$ cat src/rtl/uart_tx_buffer.sv
// uart_tx_buffer: byte FIFO feeding a UART transmitter through a
// load/strobe/gap handshake. Bytes are popped only when the UART reports
// txready, then presented on txdata with a one-cycle txclk load strobe,
// followed by GAP_CYCLES idle cycles before the next byte may go out.
//
// Optional feature: define UART_TX_CRLF_EN to expand every accepted push of
// 8'h0A (LF) into the pair 8'h0D, 8'h0A. The pair needs two free entries,
// otherwise the whole push is dropped and overflow is raised.
module uart_tx_buffer #(
  parameter int DEPTH      = 8,
  parameter int GAP_CYCLES = 2
) (
  input  logic                     clk,
  input  logic                     nRST,
  input  logic                     push,
  input  logic [7:0]               push_data,
  input  logic                     clear_ovf,
  output logic                     full,
  output logic                     empty,
  output logic [$clog2(DEPTH):0]   count,
  output logic                     overflow,
  output logic [7:0]               txdata,
  output logic                     txclk,
  input  logic                     txready
);

  localparam int AW = $clog2(DEPTH);
  localparam int CW = AW + 1;
  localparam int GW = (GAP_CYCLES > 1) ? $clog2(GAP_CYCLES) : 1;

  localparam logic [CW-1:0] LP_DEPTH = CW'(DEPTH);
`ifdef UART_TX_CRLF_EN
  localparam logic [CW-1:0] LP_CRLF_MAX = CW'(DEPTH - 2);
`endif

  typedef enum logic [1:0] {
    IDLE,
    LOAD,
    STROBE,
    GAP
  } state_t;

  state_t          r_state;
  logic [7:0]      r_mem [DEPTH];
  logic [AW-1:0]   r_wrPtr;
  logic [AW-1:0]   r_rdPtr;
  logic [CW-1:0]   r_count;
  logic [GW-1:0]   r_gapCnt;
  logic            r_overflow;
  logic [7:0]      r_txdata;
  logic            r_txclk;

  logic            w_full;
  logic            w_empty;
  logic            w_pop;
  logic            w_wrOne;
  logic            w_wrTwo;
  logic            w_drop;
  logic [1:0]      w_wrCnt;

  assign w_full   = (r_count == LP_DEPTH);
  assign w_empty  = (r_count == '0);
  assign w_pop    = (r_state == IDLE) && !w_empty && txready;
  assign w_wrCnt  = {w_wrTwo, w_wrOne};

  assign full     = w_full;
  assign empty    = w_empty;
  assign count    = r_count;
  assign overflow = r_overflow;
  assign txdata   = r_txdata;
  assign txclk    = r_txclk;

  // Decide whether this cycle's push is written (one or two entries) or dropped.
  always_comb begin
    w_wrOne = 1'b0;
    w_wrTwo = 1'b0;
    w_drop  = 1'b0;
    if (push) begin
`ifdef UART_TX_CRLF_EN
      if (push_data == 8'h0A) begin
        if (r_count <= LP_CRLF_MAX) w_wrTwo = 1'b1;
        else                        w_drop  = 1'b1;
      end else if (!w_full) begin
        w_wrOne = 1'b1;
      end else begin
        w_drop = 1'b1;
      end
`else
      if (!w_full) w_wrOne = 1'b1;
      else         w_drop  = 1'b1;
`endif
    end
  end

  // FIFO storage; contents need no reset because the pointers define validity.
  always_ff @(posedge clk) begin
    if (w_wrOne) r_mem[r_wrPtr] <= push_data;
`ifdef UART_TX_CRLF_EN
    if (w_wrTwo) begin
      r_mem[r_wrPtr]          <= 8'h0D;
      r_mem[r_wrPtr + AW'(1)] <= 8'h0A;
    end
`endif
  end

  // Pointers, occupancy count and the sticky overflow flag (set beats clear).
  always_ff @(posedge clk or negedge nRST) begin
    if (!nRST) begin
      r_wrPtr    <= '0;
      r_rdPtr    <= '0;
      r_count    <= '0;
      r_overflow <= 1'b0;
    end else begin
      r_wrPtr <= r_wrPtr + AW'(w_wrCnt);
      r_rdPtr <= r_rdPtr + AW'(w_pop);
      r_count <= r_count + CW'(w_wrCnt) - CW'(w_pop);
      if (w_drop)         r_overflow <= 1'b1;
      else if (clear_ovf) r_overflow <= 1'b0;
    end
  end

  // Transmit handshake: pop into txdata, strobe txclk once, then hold off for the gap.
  always_ff @(posedge clk or negedge nRST) begin
    if (!nRST) begin
      r_state  <= IDLE;
      r_txdata <= 8'h00;
      r_txclk  <= 1'b0;
      r_gapCnt <= '0;
    end else begin
      case (r_state)
        IDLE: begin
          r_txclk <= 1'b0;
          if (w_pop) begin
            r_txdata <= r_mem[r_rdPtr];
            r_state  <= LOAD;
          end
        end
        LOAD: begin
          r_txclk <= 1'b1;
          r_state <= STROBE;
        end
        STROBE: begin
          r_txclk  <= 1'b0;
          r_gapCnt <= GW'(GAP_CYCLES - 1);
          r_state  <= GAP;
        end
        GAP: begin
          r_txclk <= 1'b0;
          if (r_gapCnt == '0) r_state  <= IDLE;
          else                r_gapCnt <= r_gapCnt - GW'(1);
        end
        default: begin
          r_txclk <= 1'b0;
          r_state <= IDLE;
        end
      endcase
    end
  end

endmodule
$ cat config.mk
export PLATFORM = sky130hd
export DESIGN_NAME = uart_tx_buffer
export DESIGN_NICKNAME = d
export VERILOG_FILES = /design/src/rtl/uart_tx_buffer.sv
export SDC_FILE = /design/constraint.sdc
export NUM_CORES = 1
export LEC_CHECK = 0
export ABC_AREA = 1
export BUFFER_PORTS_ARGS = -buffer_cell sky130_fd_sc_hd__buf_4
export CAP_MARGIN = 0
export CORE_UTILIZATION = 54
export CTS_CLUSTER_SIZE = 12
export DETAILED_ROUTE_END_ITERATION = 6
export GPL_TIMING_DRIVEN = 0
export PLACE_DENSITY = 0.76
export SYNTH_ARGS = -nofsm -noshare
export SYNTH_HDL_FRONTEND = slang
export SYNTH_SLANG_ARGS = --single-unit
$ cat constraint.sdc
create_clock -name clk -period 1.9 [get_ports clk]
set_input_delay 0.19 -clock clk [delete_from_list [all_inputs] [get_ports clk]]
set_output_delay 0.19 -clock clk [all_outputs]
set_load 0.02 [all_outputs]
==> reports/results.ini <==
[floorplanning]
die_y_microns = 86.9
dieWidth_microns = 86.9
initial_core_util = 0.567
fp.coreArea_sq_um = 6870
io_pins = 29
dieArea_sq_um = 7550
num_rows = 30

[sta]
finalSetupTns_ns = -0.206
hold_viol = 0
report.final.slew_viol_count = 0
rsz0062_at_grt = yes
worst_slack_ns = -0.140
fin_crit_sh = 1.07
fin_hold_ws_ns = 0.0244
worstMarginPinSlew_ns = 0.328
max_slew_margin = 0.781
clock_skew_ns = 0.00635
setup_viol = 2
fmax_mhz = 490
post-route-min-period_ns = 2.04

[global_routing]
grt_start_max_net_pins = 24
grt_overflow = 0
grt_pass1_wl_microns = 12400
track_usage = 0.235
antenna_found_initial = 0
first_global_vias = 2480

[run_status]
status = finished, violations left
violations = setup timing

[setup_path]
cp-end-kind = flip-flop
crit_fanout = 3
required_ns = 2.15
cp.arrival_ns = 2.29
critPathMaxStageDelay_ns = 0.52
crit_path_cell_trace = inv_2 > buf_6 > ha_4 > nand3_4 > nand3_4 > inv_8 > ha_4 > inv_4 > ha_4 > inv_2 > fa_2 > inv_2
path_delay_family = adder cells
critical_path_class = flip-flop to flip-flop
start_kind = flip-flop
slowest_stage = fa_2
critPathBufInv = 6

[layout]
drive_gt1_frac = 0.252
final_area_sq_um = 4690
layoutNonFillerInstCount = 516
syn_to_final_growth_pct = 20.6
fillers = 503
n_antenna_cell = 0
nNetsFinal = 444

[synth]
ys_types = 21
async_reset_ff_frac = 0.264
ys_ff_latch = 87
synth_top_area_cell = edfxtp_1
synth_top_flop_cell = edfxtp_1
synth_edf_count = 64
synth_top_area_frac = 0.494
synth_commonest_cells = nand2_1, edfxtp_1, inv_1
yosysWarnings = 0
syn-num-nets = 394
synth.avg_cell_area_sq_um = 10.7
synth_area_leaders = edfxtp_1, dfrtp_1, nand2_1, nand3_1, inv_1
yosysMostFrequentCell = nand2_1
yosysSeqAreaShare = 0.642
syn-cell-area_sq_um = 3890
syn_inst = 365

[placement]
dp_hpwl_microns = 4980
place_area_sq_um = 4290
dp.cells = 489
dp_slack_ns = -0.316
gp_congestion = 0.778
port_buffers = 28

[hold_path]
hp-class = input port to flip-flop

[power]
power_density_nw_per_um2 = 1550
p_leak_nw = 2.14
ir_worst_vdd_mv = 0.917

[route]
drt_iter0_drc = 199
viasPerCell = 5.01
firstDrtPassIters = 5
wl_microns = 8120
routedWlPerCell_microns = 15.7
num_vias = 2583
drc = 0
antenna_left = 0

[clock_tree]
tritoncts = done
clock_path_buffers = 2
cts-buffers-inserted = 9
cts-htree-levels = 3
insertion_delay_ns = 0.35
cts.clk_slew.worst_paths_ns = 0.08
clock-root-buffer = clkbuf_8
cts_sinks = 87

[job]
drv_cap = 0

## worst paths after layout
kind                                  startpoint               endpoint  slack [ns]  cells past startpoint
setup / recovery              count[2]$_DFF_PN0_     count[1]$_DFF_PN0_       -0.14                     12
hold reg to reg            txdata[7]$_DFFE_PN0P_  txdata[7]$_DFFE_PN0P_        0.48                      2
min in group asynchronous                   nRST   r_rdPtr[2]$_DFF_PN0_        0.28                      2
setup reg to reg              count[2]$_DFF_PN0_     count[1]$_DFF_PN0_       -0.14                     12
max in group asynchronous                   nRST     count[1]$_DFF_PN0_        1.37                      2
hold / removal                         clear_ovf   overflow$_DFFE_PN0P_        0.02                      2
## logic make-up after synthesis
family                     share of synthesized area
DFF                                            0.642
xor gates and xnor gates                     0.00900
and+or+nand+nor                                0.196
buffers and inverters                         0.0958
AOI/OAI and AO/OA                            0.00386
adders and majority gates                     0.0534
## worst reg2reg max path, cell delays in order (launching register included)
cell     delay, ns
dfrtp_2       0.41
inv_2         0.08
buf_6         0.10
ha_4          0.12
nand3_4       0.07
nand3_4       0.13
inv_8         0.05
ha_4          0.22
inv_4         0.05
ha_4          0.12
inv_2         0.04
fa_2          0.52
inv_2         0.03
## metal layers
metal,track usage,up-vias,share of wire
li1,-,1253,-
met3,0.0597,16,0.060
met1,0.299,1228,0.42
met2,0.384,86,0.50
met5,0,-,0
met4,0.102,0,0.026
## power by group
group,total [mW],leakage [nW],switching [mW],internal (mW)
Sequential,2.75,0.857,0.225,2.52
Clock,1.32,0.110,0.614,0.706
Combinational,3.23,1.17,1.95,1.27
Total,7.29,2.14,2.79,4.50
## metrics by stage
stage | util | power [mW]
after CTS | 0.672 | 7.16
after detailed placement | 0.625 | 5.66
after floorplan | - | 4.79
final | 0.683 | 7.29
after global placement | 0.625 | 5.54
after global routing | 0.683 | 7.77
## cells in the final DEF, fill, tap and decap left out, types with 3 or more instances in the layout
master    synthesis  routed
nand2_1         101      99
edfxtp_1         64      64
inv_1            64      58
nand3_1          51      51
buf_4             2      37
dfrtp_1          23      19
nand2_2          10      12
clkbuf_8          0      11
ha_1             15      10
nor2_4            0       8
inv_2             3       7
buf_6             6       7
dfrtp_2           0       4
buf_12            1       3
nor2_1           11       3
ha_4              0       3
## sequential cells by signal, indices dropped and copies added (netlist names)
signal	flops
r_state	2
txclk	1
count	4
r_wrPtr	3
txdata	8
r_rdPtr	3
r_gapCnt	1
r_mem	64
overflow	1
## layout make-up
cell class                      instances  area (sq um)  share of cell area
Multi-Input combinational cell        199          1150               0.245
Buffer                                 11           113              0.0240
Timing Repair Buffer                   39           324              0.0690
Sequential cell                        87          2500               0.533
Clock buffer                           15           209              0.0445
Inverter                               68           270              0.0576
Clock inverter                          1          5.00             0.00107
Tap cell                               96           120              0.0256
## timing repair
item | in CTS | in global routing
buffers inserted | 7 | 5
endpoints found under the hold margin | 23 | 0
pin swaps | 6 | 9
resized for setup | 16 | 10
endpoints found under the setup margin | 67 | 67
hold buffers | 1 | 0
Power figures use the tool's default switching activity.
